$ cat src/rtl/mdio_poll_sched_pkg.sv
// Shared definitions for the MDIO poll scheduler.
// Holds the FSM state encoding, the resolved speed codes, the BMSR register
// number and link bit, and the bit positions inside the PHY-specific speed
// status register. It also holds the helper that maps the raw speed field
// onto a speed code.
package mdio_poll_sched_pkg;

    typedef enum logic [2:0] {
        ST_IDLE           = 3'd0,
        ST_POLL_BMSR_REQ  = 3'd1,
        ST_POLL_BMSR_WAIT = 3'd2,
        ST_POLL_SPD_REQ   = 3'd3,
        ST_POLL_SPD_WAIT  = 3'd4,
        ST_HOST_REQ       = 3'd5,
        ST_HOST_WAIT      = 3'd6,
        ST_HOST_DONE      = 3'd7
    } state_e;

    localparam logic [1:0] SPD_10M   = 2'b00;
    localparam logic [1:0] SPD_100M  = 2'b01;
    localparam logic [1:0] SPD_1000M = 2'b10;

    localparam logic [4:0] BMSR_REG      = 5'd1;
    localparam int         BMSR_LINK_BIT = 2;

    // Field positions inside the PHY-specific speed status register
    localparam int SPD_FIELD_HI     = 15;
    localparam int SPD_FIELD_LO     = 14;
    localparam int SPD_DUPLEX_BIT   = 13;
    localparam int SPD_RESOLVED_BIT = 11;

    // The reserved field value 11 is treated as 10M
    function automatic logic [1:0] map_speed(input logic [1:0] code);
        return (code == 2'b11) ? SPD_10M : code;
    endfunction

endpackage

$ cat src/rtl/mdio_poll_timer.sv
// Free-running poll period timer.
// The counter runs from 0 to POLL_CYCLES-1 and then wraps. o_wrap is high for
// the single cycle in which the count sits at POLL_CYCLES-1.
// Ports:
//   i_clk  - clock
//   i_rst  - synchronous active-high reset (count returns to 0)
//   o_wrap - one-cycle pulse on the last count of each period
module mdio_poll_timer #(
    parameter int POLL_CYCLES = 1250000
) (
    input  logic i_clk,
    input  logic i_rst,
    output logic o_wrap
);

    localparam int             CW   = (POLL_CYCLES > 1) ? $clog2(POLL_CYCLES) : 1;
    localparam logic [CW-1:0]  LAST = CW'(POLL_CYCLES - 1);

    logic [CW-1:0] count_q;
    logic [CW-1:0] count_d;

    always_comb begin
        o_wrap  = (count_q == LAST);
        count_d = o_wrap ? '0 : count_q + 1'b1;
    end

    always_ff @(posedge i_clk) begin
        if (i_rst) begin
            count_q <= '0;
        end else begin
            count_q <= count_d;
        end
    end

endmodule

$ cat src/rtl/mdio_poll_sched.sv
// MDIO access scheduler.
// The block shares one PHY register access port between host register
// accesses and a periodic link poll. The poll reads BMSR. If the link bit is
// set, it then reads the PHY-specific speed register. From these reads it
// resolves the link, speed and duplex.
// Ports:
//   i_clk, i_rst                       - clock, synchronous active-high reset
//   i_host_request/rdwn/reg/wr_data    - host access request (level, held to done)
//   o_host_rd_data, o_host_done        - host read data and one-cycle completion pulse
//   o_phy_request/rdwn/reg/wr_data     - one-cycle request and stable access fields
//   i_phy_done, i_phy_rd_data          - PHY access completion and read data
//   o_link_up, o_speed, o_full_duplex  - resolved link status
//   o_status_chg                       - one-cycle pulse when the resolved status changes
module mdio_poll_sched
    import mdio_poll_sched_pkg::*;
#(
    parameter int         POLL_CYCLES = 1250000,
    parameter logic [4:0] PHY_SPD_REG = 5'd17
) (
    input  logic        i_clk,
    input  logic        i_rst,
    input  logic        i_host_request,
    input  logic        i_host_rdwn,
    input  logic [4:0]  i_host_reg,
    input  logic [15:0] i_host_wr_data,
    output logic [15:0] o_host_rd_data,
    output logic        o_host_done,
    output logic        o_phy_request,
    output logic        o_phy_rdwn,
    output logic [4:0]  o_phy_reg,
    output logic [31:0] o_phy_wr_data,
    input  logic        i_phy_done,
    input  logic [31:0] i_phy_rd_data,
    output logic        o_link_up,
    output logic [1:0]  o_speed,
    output logic        o_full_duplex,
    output logic        o_status_chg
);

    state_e      state_q, state_d;
    logic        pending_q, pending_d;
    logic        last_host_q, last_host_d;   // 1: host was served last
    logic        phy_rdwn_q, phy_rdwn_d;
    logic [4:0]  phy_reg_q, phy_reg_d;
    logic [15:0] phy_wr_q, phy_wr_d;
    logic [15:0] host_rd_q, host_rd_d;
    logic        link_q, link_d;
    logic [1:0]  speed_q, speed_d;
    logic        duplex_q, duplex_d;
    logic        chg_q, chg_d;

    logic        poll_wrap;
    logic        resolve;
    logic        res_link;
    logic [1:0]  res_speed;
    logic        res_duplex;
    logic        unused_rd_hi;

    assign unused_rd_hi = ^i_phy_rd_data[31:16];

    mdio_poll_timer #(
        .POLL_CYCLES (POLL_CYCLES)
    ) u_timer (
        .i_clk  (i_clk),
        .i_rst  (i_rst),
        .o_wrap (poll_wrap)
    );

    always_comb begin
        state_d     = state_q;
        pending_d   = pending_q;
        last_host_d = last_host_q;
        phy_rdwn_d  = phy_rdwn_q;
        phy_reg_d   = phy_reg_q;
        phy_wr_d    = phy_wr_q;
        host_rd_d   = host_rd_q;
        link_d      = link_q;
        speed_d     = speed_q;
        duplex_d    = duplex_q;
        chg_d       = 1'b0;
        resolve     = 1'b0;
        res_link    = 1'b0;
        res_speed   = SPD_10M;
        res_duplex  = 1'b0;

        case (state_q)
            ST_IDLE: begin
                // The host wins when it is alone, or on a tie when the poll went last
                if (i_host_request && (!pending_q || !last_host_q)) begin
                    state_d     = ST_HOST_REQ;
                    last_host_d = 1'b1;
                    phy_rdwn_d  = i_host_rdwn;
                    phy_reg_d   = i_host_reg;
                    phy_wr_d    = i_host_wr_data;
                end else if (pending_q) begin
                    state_d     = ST_POLL_BMSR_REQ;
                    pending_d   = 1'b0;
                    last_host_d = 1'b0;
                    phy_rdwn_d  = 1'b1;
                    phy_reg_d   = BMSR_REG;
                    phy_wr_d    = '0;
                end
            end
            ST_POLL_BMSR_REQ: state_d = ST_POLL_BMSR_WAIT;
            ST_POLL_BMSR_WAIT: begin
                if (i_phy_done) begin
                    if (i_phy_rd_data[BMSR_LINK_BIT]) begin
                        state_d   = ST_POLL_SPD_REQ;
                        phy_reg_d = PHY_SPD_REG;
                    end else begin
                        state_d = ST_IDLE;
                        resolve = 1'b1;
                    end
                end
            end
            ST_POLL_SPD_REQ: state_d = ST_POLL_SPD_WAIT;
            ST_POLL_SPD_WAIT: begin
                if (i_phy_done) begin
                    state_d = ST_IDLE;
                    resolve = 1'b1;
                    if (i_phy_rd_data[SPD_RESOLVED_BIT]) begin
                        res_link   = 1'b1;
                        res_speed  = map_speed(i_phy_rd_data[SPD_FIELD_HI:SPD_FIELD_LO]);
                        res_duplex = i_phy_rd_data[SPD_DUPLEX_BIT];
                    end
                end
            end
            ST_HOST_REQ: state_d = ST_HOST_WAIT;
            ST_HOST_WAIT: begin
                if (i_phy_done) begin
                    state_d = ST_HOST_DONE;
                    if (phy_rdwn_q) begin
                        host_rd_d = i_phy_rd_data[15:0];
                    end
                end
            end
            ST_HOST_DONE: state_d = ST_IDLE;
            default:      state_d = ST_IDLE;
        endcase

        if (resolve) begin
            link_d   = res_link;
            speed_d  = res_speed;
            duplex_d = res_duplex;
            chg_d    = (res_link != link_q) || (res_speed != speed_q) ||
                       (res_duplex != duplex_q);
        end

        // An expiry beats a same-cycle grant clear; repeated expiries collapse
        if (poll_wrap) begin
            pending_d = 1'b1;
        end
    end

    always_ff @(posedge i_clk) begin
        if (i_rst) begin
            state_q     <= ST_IDLE;
            pending_q   <= 1'b1;
            last_host_q <= 1'b1;
            phy_rdwn_q  <= 1'b0;
            phy_reg_q   <= '0;
            phy_wr_q    <= '0;
            host_rd_q   <= '0;
            link_q      <= 1'b0;
            speed_q     <= SPD_10M;
            duplex_q    <= 1'b0;
            chg_q       <= 1'b0;
        end else begin
            state_q     <= state_d;
            pending_q   <= pending_d;
            last_host_q <= last_host_d;
            phy_rdwn_q  <= phy_rdwn_d;
            phy_reg_q   <= phy_reg_d;
            phy_wr_q    <= phy_wr_d;
            host_rd_q   <= host_rd_d;
            link_q      <= link_d;
            speed_q     <= speed_d;
            duplex_q    <= duplex_d;
            chg_q       <= chg_d;
        end
    end

    assign o_phy_request  = (state_q == ST_POLL_BMSR_REQ) || (state_q == ST_POLL_SPD_REQ) ||
                            (state_q == ST_HOST_REQ);
    assign o_phy_rdwn     = phy_rdwn_q;
    assign o_phy_reg      = phy_reg_q;
    assign o_phy_wr_data  = {16'h0000, phy_wr_q};
    assign o_host_done    = (state_q == ST_HOST_DONE);
    assign o_host_rd_data = host_rd_q;
    assign o_link_up      = link_q;
    assign o_speed        = speed_q;
    assign o_full_duplex  = duplex_q;
    assign o_status_chg   = chg_q;

endmodule

$ cat config.mk
export PLATFORM = sky130hd
export DESIGN_NAME = mdio_poll_sched
export DESIGN_NICKNAME = d
export VERILOG_FILES = /design/src/rtl/mdio_poll_sched_pkg.sv /design/src/rtl/mdio_poll_timer.sv /design/src/rtl/mdio_poll_sched.sv
export SDC_FILE = /design/constraint.sdc
export NUM_CORES = 1
export LEC_CHECK = 0
export ABC_AREA = 1
export CAP_MARGIN = 15
export CORE_MARGIN = 1.5
export CORE_UTILIZATION = 45
export DETAILED_ROUTE_END_ITERATION = 10
export GPL_ROUTABILITY_DRIVEN = 1
export GPL_TIMING_DRIVEN = 1
export PLACE_DENSITY = 0.82
export REMOVE_ABC_BUFFERS = 1
export SLEW_MARGIN = 25
export SYNTH_ARGS = -nofsm -noshare
export SYNTH_HDL_FRONTEND = slang
export SYNTH_SLANG_ARGS = --single-unit
$ cat constraint.sdc
create_clock -name i_clk -period 3.2 [get_ports i_clk]
set_input_delay 0.32 -clock i_clk [delete_from_list [all_inputs] [get_ports i_clk]]
set_output_delay 0.32 -clock i_clk [all_outputs]
set_load 0.01 [all_outputs]
# == Yosys cells after proc, flatten, opt, wreduce, memory -nomap -nowiden ==
# Cells that the tools add are included.
# word_totals
register_bits,69
latchBits,0
mem_bits_rw,0
rom_bits,0
out_inout_bits,61
word_cells,82
mem_count,0
# op_classes
add_sub_neg,1
mul,0
n_div,0
magnitude_cmp,0
eq_ne,17
shift,0
mux,32
bitwise,2
n_reduce_logical,18
# op_table
cell,n
16-bit 2-to-1 mux,2
3-bit one-hot mux with 8 select lines,1
21-bit by 1-bit adder with 21-bit output (second input constant),1
21-bit == test (second input constant),1
5-bit 2-to-1 mux,4
3-bit 2-to-1 mux,5
1-bit 2-to-1 mux,13
3-bit == test (second input constant),4
2-bit 2-to-1 mux,5
5-bit one-hot mux with 2 select lines,1
2-bit != test (second input constant),4
4-bit AND reduction,2
3-bit by 2-bit == test with 1-bit output (second input constant),2
1-bit logical OR,5
2-bit AND reduction,2
2-bit nonzero test,2
2-bit OR reduction,2
3-bit by 1-bit == test with 1-bit output (second input constant),1
3-bit logical NOT,1
3-bit != test (second input constant),1
3-bit AND reduction,1
2-bit == test (second input constant),1
1-bit logical NOT,2
1-bit != test,2
4 further kinds,5

# == Logic depth before layout (Yosys ltp) ==
# Gate-level depths: netlist (run 1).
# depth
depth_word,8
ltp_mapped,9

# == Cells and area by module ==
# From an unflattened synthesis (run 1), not the netlist that was laid out.
# hier_totals
hier_cells,449
area_unflattened_um2,3250.6
# modules_own_cells
module,n_inst,cells_per_inst,area_per_inst_um2,seq_area_each_um2
mdio_poll_sched,1,289,2150.8,960.9
mdio_poll_timer,1,160,1099.8,420.4

# == Least setup slack after synthesis (run 1) ==
# No wires, ideal clock.
# synth_timing
path_kind,reg-to-reg
from,reg u_timer.count_q[0]
to,reg u_timer.count_q[14]
arrival_ps,1336
required_ps,3130
slack_ps,1794
stages_incl_launch_ff,7
path_buffers,0
cell_sequence,dfxtp_1 ha_1 nand3_1 nor2_1 nand3_1 or2_2 a21oi_1
# synth_between
elab_chain_cells,2
word_cells_on_any_way,3
cone_classes,add/sub (1); eq/ne (1); reduce/logical (1)
# synth_rtl
item,line,source
start: declaration,mdio_poll_timer.sv:19,logic [CW-1:0] count_q;
start signal: assignment,mdio_poll_timer.sv:31,count_q <= count_d;
branches (longest 2 deep; another with 21-bit by 1-bit adder with 21-bit output),n/a,
# Several ways; the timed one is not identified.
# A chain may end at the register's enable or synchronous reset.

# == Worst setup path after layout (run 1) ==
# layout_timing
from,reg state_q[2]
to,out o_host_done
# layout_between
elab_chain_cells,1
# layout_rtl
item,line,source
start: declaration,mdio_poll_sched.sv:40,"state_e state_q, state_d;"
start signal: assignment,mdio_poll_sched.sv:169,state_q <= state_d;
3-bit == test,mdio_poll_sched.sv:188,assign o_host_done = (state_q == ST_HOST_DONE);
end: declaration,mdio_poll_sched.sv:27,"output logic o_host_done,"
# No other way between the ends.

==> results of run 1 <==
per-layer routing:
layer	part of all wire (%)	vias up	GRT usage (%)
li1	-	1606	-
met4	0.89	0	8.36
met1	46	1402	25.8
met2	45	104	32.1
met5	0	-	0
met3	7.3	7	5.33
cells by family after synthesis:
family,count (synthesis)
xor gates and xnor gates,6
buffers and inverters,65
DFF,69
other,1
AOI/OAI and AO/OA,70
and+or+nand+nor,242
adders and majority gates,1
metrics by stage:
stage               utilization [%]  worst slack [ns]  cell area [um^2]  total power, mW  hold slack (ns)
detailed placement             58.8             0.945              3970             1.86            0.439
global route                   61.9             0.974              4180             2.75            0.483
floorplan                         -              1.66              3000             1.54            0.389
CTS                            61.9              1.16              4180             2.60            0.454
global placement               58.8             0.972              3970             1.85            0.426
finish                         61.9              1.18              4180             2.58            0.452
cell usage after synthesis:
library cell,number
a21oi_1,42
a21oi_2,1
buf_2,5
buf_4,18
clkbuf_1,6
clkinv_1,1
conb_1,1
dfxtp_1,69
ha_1,1
inv_1,30
inv_2,5
nand2_1,104
nand3_1,39
nand4_1,8
nor2_1,79
nor2_2,1
nor2_4,1
nor3_1,8
o21ai_0,16
o21ai_1,9
o21bai_1,2
or2_2,2
xnor2_1,1
xor2_1,5
worst max-delay path, delay by kind of cell, from the launching register on:
| family | cells | cell delay, ns |
|---|---|---|
| buffers and inverters | 2 | 0.69 |
| flip-flops | 1 | 0.43 |
| AND/OR/NAND/NOR | 1 | 0.24 |
cell usage in the layout (no fill, tap or decap), types with 2 or more instances in the layout:
| cell type | instances |
|---|---|
| a21oi_1 | 42 |
| clkbuf_8 | 12 |
| clkdlybuf4s50_1 | 86 |
| conb_1 | 16 |
| dfxtp_1 | 69 |
| inv_1 | 30 |
| inv_2 | 5 |
| nand2_1 | 104 |
| nand3_1 | 39 |
| nand4_1 | 8 |
| nor2_1 | 79 |
| nor3_1 | 8 |
| o21ai_0 | 16 |
| o21ai_1 | 9 |
| o21bai_1 | 2 |
| or2_2 | 2 |
| xor2_1 | 5 |
worst paths after layout:
path | start | to | slack [ns] | cells past startpoint
worst max-delay path | state_q[2]$_SDFFE_PP0P_ | o_host_done | 1.18 | 3
worst min-delay path | u_timer.count_q[0]$_SDFF_PP0_ | u_timer.count_q[0]$_SDFF_PP0_ | 0.45 | 1
worst max register to register | u_timer.count_q[0]$_SDFF_PP0_ | u_timer.count_q[7]$_SDFF_PP0_ | 1.26 | 6
worst min register to register | u_timer.count_q[0]$_SDFF_PP0_ | u_timer.count_q[0]$_SDFF_PP0_ | 0.45 | 1
area by class of cell:
class	instances	area share [%]
Multi-Input combinational cell	335	35.5
Clock buffer	13	4.04
Tap cell	80	2.39
Clock inverter	3	1.02
Timing Repair Buffer	87	20.8
Sequential cell	69	33.0
Inverter	36	3.23
power by group through the flow:
| stage | sequential (mW) | combinational (mW) | clock [mW] |
|---|---|---|---|
| after floorplan | 1.06 | 0.473 | 0 |
| after detailed placement | 1.04 | 0.818 | 0 |
| final | 1.03 | 0.821 | 0.734 |
| after CTS | 1.03 | 0.821 | 0.751 |
| after global routing | 1.04 | 0.926 | 0.792 |
| after global placement | 1.04 | 0.809 | 0 |
==> flow_summary.json, run 1 <==
{
  "status": "finished, final reports clean",
  "multi_input_comb_area_um2": 1490,
  "cts_tree": "yes",
  "finalMaxSlewViolations": 0,
  "antenna_found_initial": 0,
  "synthMuxAreaShare_pct": 0,
  "hold_path_class": "flip-flop to flip-flop",
  "fin_crit_ns": 2.02,
  "yosys-top-cells-area": "dfxtp_1, nand2_1, nor2_1, a21oi_1, nand3_1",
  "yosys.area_share.simple_pct": 32.0,
  "synth.distinct_cells": 24,
  "startpoint_type": "flip-flop",
  "worstPathMaxFanout": 6,
  "p_switching_mw": 0.875,
  "syn_area_per_cell_um2": 6.89,
  "seq_area_um2": 1380,
  "final_nets": 597,
  "vias_per_cell": 5.01,
  "power_density_nw_per_um2": 617,
  "power_frac_clock_pct": 28.4,
  "setup_tns_ns": 0,
  "ant_nets": 0,
  "place_inst": 607,
  "antennaDiodeCount": 0,
  "numClockSinks": 69,
  "grt_max_degree": 26,
  "fmax_ghz": 0.495,
  "required_ns": 2.88,
  "gr-total-overflow": 0,
  "combPwrFrac_pct": 31.8,
  "netlist.area_leader.share_pct": 44.1,
  "period_share_pct": 63.2,
  "worstMarginPinSlew_ns": 0.679,
  "cts_hold_buf": 0,
  "start_util_pct": 46.3,
  "slowest_delay_ns": 0.60,
  "vias": 3119,
  "clk_path_buf_depth": 2,
  "grt_pass1_wl_um": 11900,
  "swShare_pct": 33.9,
  "p_leak_nw": 1.57,
  "cts-root-buf": "clkbuf_8",
  "fillers": 597,
  "cts_setup_buffers": 0,
  "slowest_stage": "clkdlybuf4s50_1",
  "critical_path_class": "flip-flop to output pin",
  "yosysSeqAreaShare_pct": 44.1,
  "area_delta_synth_final_pct": 33.7,
  "setup_viol": 0,
  "portBuffers": 86,
  "maxSlewHeadroom_pct": 54.6,
  "worstSkewPairLatency_ns": 0.34,
  "hold_viol": 0,
  "core_area_um2": 6760,
  "path_clk_slew_ns": 0.07,
  "ys_warn_count": 0,
  "endpoint_kind": "output pin",
  "ctsResizeCount": 0,
  "grt_setup_unrepaired": "no",
  "crit_arrival_ns": 1.70,
  "grt_usage_pct": 20.1,
  "dpl.hpwl_um": 5280,
  "largest_reg_flops": 21,
  "synth-compound-area-share_pct": 11.5,
  "dieHeight_um": 86.4,
  "routed_wl_um": 7300,
  "fp.dieW_um": 86.4,
  "top_register": "u_timer.count_q",
  "finalClockSkew_ns": 0.00711,
  "dieArea_um2": 7460,
  "first_iter_violations": 148,
  "rows": 30,
  "htree_num_levels": 3,
  "instances_no_fill": 623,
  "drc": 0,
  "gp_congestion": 0.927,
  "synthXorXnorAreaFrac_pct": 1.68,
  "seqPwrFrac_pct": 39.8,
  "maxCapViolations": 0,
  "synth_fa_ha_area_share_pct": 0.400,
  "syn_inst": 454,
  "drive_above_1_share_pct": 4.79,
  "drtPass1Iterations": 4,
  "ys_seq_elements": 69,
  "io_pins": 119,
  "grt_pass1_vias": 2706,
  "synth_top_family_by_area": "simple AND/OR/NAND/NOR gates",
  "crit_chain": "inv_2 -> nor3_1 -> clkdlybuf4s50_1",
  "routedWlPerCell_um": 11.7,
  "yosysTopAreaCell": "dfxtp_1",
  "synth_area_um2": 3130,
  "p_int_mw": 1.71,
  "ir_worst_vdd_mv": 0.389,
  "cts_buffers": 9
}
No activity file was read; power rests on OpenSTA's default activity.
==> inputs of run 2 (changes only) <==
--- a/config.mk
+++ b/config.mk
@@ -8,11 +8,11 @@
 export ABC_AREA = 1
 export CAP_MARGIN = 15
 export CORE_MARGIN = 1.5
-export CORE_UTILIZATION = 45
+export CORE_UTILIZATION = 40
 export DETAILED_ROUTE_END_ITERATION = 10
 export GPL_ROUTABILITY_DRIVEN = 1
 export GPL_TIMING_DRIVEN = 1
-export PLACE_DENSITY = 0.82
+export PLACE_DENSITY = 0.77
 export REMOVE_ABC_BUFFERS = 1
 export SLEW_MARGIN = 25
 export SYNTH_ARGS = -nofsm -noshare
==> constraint.sdc (replaced) <==
create_clock -name i_clk -period 1.82 [get_ports i_clk]
set_input_delay 0.182 -clock i_clk [delete_from_list [all_inputs] [get_ports i_clk]]
set_output_delay 0.182 -clock i_clk [all_outputs]
set_load 0.01 [all_outputs]
==> flow_summary.json, run 2 (synthesis results as in run 1) <==
{
  "status": "finished, final reports clean",
  "rows": 32,
  "antenna_found_initial": 0,
  "hold_path_class": "input pin to flip-flop",
  "startpoint_type": "flip-flop",
  "hold_depth": 3,
  "dieArea_um2": 8360,
  "worst-r2r-cell-count": 7,
  "crit_arrival_ns": 1.51,
  "finalClockSkew_ns": 0.00540,
  "r2r-start": "u_timer.count_q[0]$_SDFF_PP0_",
  "drtPass1Iterations": 5,
  "cts_tree": "yes",
  "regToRegSetupSlack_ns": 0.20,
  "cts-root-buf": "clkbuf_8",
  "power_frac_clock_pct": 27.2,
  "layout_common_cells": "nand2_1, clkdlybuf4s50_1, nor2_1",
  "final_common_cell": "nand2_1",
  "antennaDiodeCount": 0,
  "first_iter_violations": 164,
  "hold_end": "phy_wr_q[3]$_SDFFE_PP0P_",
  "p_int_mw": 2.97,
  "critical_path_class": "flip-flop to output pin",
  "combPwrFrac_pct": 33.5,
  "grt_pass1_wl_um": 12800,
  "finalMaxSlewViolations": 0,
  "drc": 0,
  "cts_hold_buf": 0,
  "io_pins": 119,
  "dieHeight_um": 91.5,
  "start_util_pct": 40.9,
  "largest_reg_flops": 21,
  "numClockSinks": 69,
  "swShare_pct": 35.1,
  "period_share_pct": 92.8,
  "cts_buffers": 9,
  "top_register": "u_timer.count_q",
  "portBuffers": 86,
  "maxCapViolations": 0,
  "grt_setup_unrepaired": "no",
  "clk_path_buf_depth": 2,
  "worstPathMaxFanout": 4,
  "drive_above_1_share_pct": 6.74,
  "setup_tns_ns": 0,
  "dpl.hpwl_um": 5610,
  "fin_ws_ns": 0.131,
  "gr-total-overflow": 0,
  "design_area_um2": 4270,
  "fp.dieW_um": 91.5,
  "fmax_ghz": 0.592,
  "core_area_um2": 7650,
  "power_density_nw_per_um2": 1070,
  "cp-startpoint": "state_q[0]$_SDFFE_PP0P_",
  "endpoint_kind": "output pin",
  "whs_ns": 0.414,
  "fin_crit_ns": 1.69,
  "routed_wl_um": 7600,
  "vias": 3146,
  "routedWlPerCell_um": 11.7,
  "final_nets": 603,
  "gp_congestion": 0.922,
  "r2r-end": "u_timer.count_q[10]$_SDFF_PP0_",
  "required_ns": 1.64,
  "seqPwrFrac_pct": 39.4,
  "dp_slack_ns": 0.151,
  "grt_pass1_vias": 2886,
  "grt_max_degree": 25,
  "hold_viol": 0,
  "path_clk_slew_ns": 0.07,
  "p_leak_nw": 1.61,
  "worstSkewPairLatency_ns": 0.34,
  "ant_nets": 0,
  "placed_cell_area_um2": 4060,
  "htree_num_levels": 3,
  "setup_viol": 0,
  "hp-start": "i_host_wr_data[3]",
  "grt_usage_pct": 18.8,
  "ir_worst_vdd_mv": 0.632,
  "vias_per_cell": 4.83,
  "area_delta_synth_final_pct": 36.5,
  "p_switching_mw": 1.61
}
==> run 2: cell types whose count changed in the layout (fill, tap and decap cells not counted), sizes merged <==
cell / previous run / this run
clkdlybuf4s50: 86 / 85
clkinvlp: 1 / 3
clkinv: 2 / 3
clkbuf: 13 / 10
dlymetal6s2s: 0 / 1
buf: 1 / 7
==> run 2: how the worst max path moves through the flow <==
stage | to | slack, ns | cells after the start
4_1_cts | o_host_done | 0.001 | 3
3_3_place_gp | u_timer.count_q[10]$_SDFF_PP0_ | 0.23 | 7
2_1_floorplan | u_timer.count_q[15]$_SDFF_PP0_ | 0.28 | 6
3_5_place_dp | u_timer.count_q[14]$_SDFF_PP0_ | 0.15 | 6
6_report | o_phy_request | 0.13 | 3
5_1_grt | u_timer.count_q[16]$_SDFF_PP0_ | 0.03 | 8
==> run 2: cell type report <==
type                       instances  area [um^2]
fill                             710         3380
inverter                          36          135
sequential                        69         1380
multi-input combinational        335         1500
clock inverter                     6         62.6
timing repair buffer              93          928
clock buffer                      10          138
tap                              102          128
==> run 2: timing repair <==
| item | CTS | global route |
|---|---|---|
| gates resized for setup | 1 | 4 |
| setup endpoints to repair | 1 | 3 |
| buffers inserted | 0 | 0 |
| cloned | 0 | 0 |
| hold endpoints to repair | 0 | 0 |
==> run 2: layer usage <==
layer  wire length [um]  GRT usage (%)  up-vias
met1               3470           23.5     1405
met3                445           4.02       15
met4                110           7.55        0
met5                  0              0        -
met2               3580           31.2      114
li1                   -              -     1612
==> run 2: worst max-delay path: stages (launching register included) <==
cell and delay (ns):
dfxtp_1 0.34, inv_1 0.08, a21oi_1 0.18, clkdlybuf4s50_1 0.57
==> run 2: stage by stage <==
step           total power, mW  instances  util, %
6_report                  4.58        651     55.8
5_1_grt                   4.87        651     55.8
4_1_cts                   4.60        651     55.7
3_5_place_dp              3.36        635     53.0
3_3_place_gp              3.32        635     53.0
2_1_floorplan             2.70        440        -
==> run 2: power by group through the flow <==
stage               Combinational, mW  Sequential (mW)  Clock [mW]
global route                     1.70             1.83        1.34
CTS                              1.54             1.80        1.27
global placement                 1.50             1.83           0
finish                           1.53             1.80        1.24
detailed placement               1.53             1.83           0
floorplan                       0.832             1.87           0
==> inputs of run 3 (changes only) <==
--- a/config.mk
+++ b/config.mk
@@ -8,11 +8,12 @@
 export ABC_AREA = 1
 export CAP_MARGIN = 15
 export CORE_MARGIN = 1.5
-export CORE_UTILIZATION = 40
+export CORE_UTILIZATION = 41
+export CTS_BUF_LIST = sky130_fd_sc_hd__clkbuf_4
 export DETAILED_ROUTE_END_ITERATION = 10
 export GPL_ROUTABILITY_DRIVEN = 1
 export GPL_TIMING_DRIVEN = 1
-export PLACE_DENSITY = 0.77
+export PLACE_DENSITY = 0.78
 export REMOVE_ABC_BUFFERS = 1
 export SLEW_MARGIN = 25
 export SYNTH_ARGS = -nofsm -noshare
==> flow_summary.json, run 3 (synthesis results as in run 1) <==
{
  "status": "finished, final reports clean",
  "crit_arrival_ns": 1.57,
  "drtPass1Iterations": 4,
  "dieArea_um2": 8170,
  "grt_max_degree": 25,
  "cts_hold_buf": 0,
  "hold_viol": 0,
  "final_nets": 603,
  "worst-r2r-cell-count": 6,
  "endpoint_kind": "output pin",
  "finalClockSkew_ns": 0.0113,
  "required_ns": 1.64,
  "path_delay_family": "buffers and inverters",
  "fin_crit_ns": 1.75,
  "grt_usage_pct": 18.4,
  "clk_path_buf_depth": 2,
  "gp_congestion": 0.897,
  "final_common_cell": "nand2_1",
  "ant_nets": 0,
  "slowest_stage": "clkdlybuf4s50_1",
  "slowest_delay_ns": 0.56,
  "rows": 31,
  "cts_tree": "yes",
  "dieHeight_um": 90.4,
  "largest_reg_flops": 21,
  "critical_path_class": "flip-flop to output pin",
  "top_register": "u_timer.count_q",
  "worstPathMaxFanout": 4,
  "setup_tns_ns": 0,
  "gr-total-overflow": 0,
  "startpoint_type": "flip-flop",
  "ir_worst_vdd_mv": 0.565,
  "cts-root-buf": "clkbuf_4",
  "period_share_pct": 96.3,
  "core_area_um2": 7330,
  "grt_pass1_wl_um": 12300,
  "fillers": 674,
  "antenna_found_initial": 0,
  "p_leak_nw": 1.60,
  "cts_setup_buffers": 0,
  "path_clk_slew_ns": 0.12,
  "antennaDiodeCount": 0,
  "worstSkewPairLatency_ns": 0.41,
  "crit_chain": "inv_1 -> a21oi_1 -> clkdlybuf4s50_1",
  "fmax_ghz": 0.571,
  "first_iter_violations": 188,
  "start_util_pct": 42.7,
  "vias": 3145,
  "crit_cells": 3,
  "power_density_nw_per_um2": 1080,
  "cts_buffers": 9,
  "dpl.hpwl_um": 5500,
  "setup_viol": 0,
  "hold_path_class": "input pin to flip-flop",
  "numClockSinks": 69,
  "htree_num_levels": 3,
  "hold_depth": 3,
  "routed_wl_um": 7520,
  "finalMaxSlewViolations": 0,
  "layout_common_cells": "nand2_1, clkdlybuf4s50_1, nor2_1",
  "design_area_um2": 4250,
  "vias_per_cell": 4.85,
  "placed_cell_area_um2": 4050,
  "drc": 0,
  "multi_input_comb_area_um2": 1490,
  "drive_above_1_share_pct": 6.74,
  "routedWlPerCell_um": 11.6,
  "fp.dieW_um": 90.4,
  "portBuffers": 86,
  "maxCapViolations": 0,
  "seq_area_um2": 1380,
  "path_buf_inv": 2,
  "area_delta_synth_final_pct": 35.7,
  "grt_setup_unrepaired": "no",
  "io_pins": 119,
  "grt_pass1_vias": 2772
}
-- run 3: cell types whose count changed in the layout (fill, tap and decap cells not counted), sizes merged --
cell,change
bufinv,+2
clkinvlp,-2
dlygate4sd2,+1
dlymetal6s2s,-1
-- run 3: worst register-to-register path, cell delays in order (launching register included) --
cell	delay [ns]
dfxtp_1	0.37
ha_2	0.24
nand3_1	0.17
nor2_1	0.21
nand3_1	0.13
or2_2	0.29
a21oi_1	0.11
-- run 3: metrics by stage --
step	setup slack (ns)	power, mW	hold WS (ns)	instances	utilization (%)
2_1_floorplan	0.282	2.70	0.251	440	-
4_1_cts	0.0437	4.62	0.322	648	57.9
5_1_grt	0.00507	4.89	0.328	648	57.9
3_3_place_gp	0.214	3.31	0.429	632	55.3
3_5_place_dp	0.199	3.34	0.441	632	55.3
6_report	0.0676	4.58	0.343	648	57.9
-- run 3: final timing paths --
path	slack (ns)	startpoint	end
setup / recovery	0.07	state_q[0]$_SDFFE_PP0P_	o_phy_request
setup reg to reg	0.24	u_timer.count_q[0]$_SDFF_PP0_	u_timer.count_q[14]$_SDFF_PP0_
hold reg to reg	0.46	u_timer.count_q[0]$_SDFF_PP0_	u_timer.count_q[0]$_SDFF_PP0_
hold / removal	0.34	i_host_wr_data[7]	phy_wr_q[7]$_SDFFE_PP0P_
-- run 3: report_power, final --
| group | switching (mW) | leakage, nW | internal, mW |
|---|---|---|---|
| sequential | 0.117 | 0.561 | 1.69 |
| combinational | 0.899 | 0.940 | 0.618 |
| clock | 0.549 | 0.0966 | 0.711 |
| total | 1.56 | 1.60 | 3.02 |
-- run 3: routing by layer --
layer  share of wire [%]  global-route usage [%]
met5                   0                       0
met2                  44                    28.9
met3                 6.2                    5.13
met4                 3.0                    8.33
met1                  47                    23.5
-- run 3: layout make-up --
cell class                      instances  area share (%)
Multi-Input combinational cell        335            35.2
Sequential cell                        69            32.6
Timing Repair Buffer                   93            21.8
Inverter                               36            3.18
Tap cell                               99            2.92
Clock inverter                          6            2.62
Clock buffer                           10            1.77
-- run 3: timing repair --
item,CTS,global route
endpoints found under the setup margin,1,14
gates cloned,0,0
resized for setup,4,1
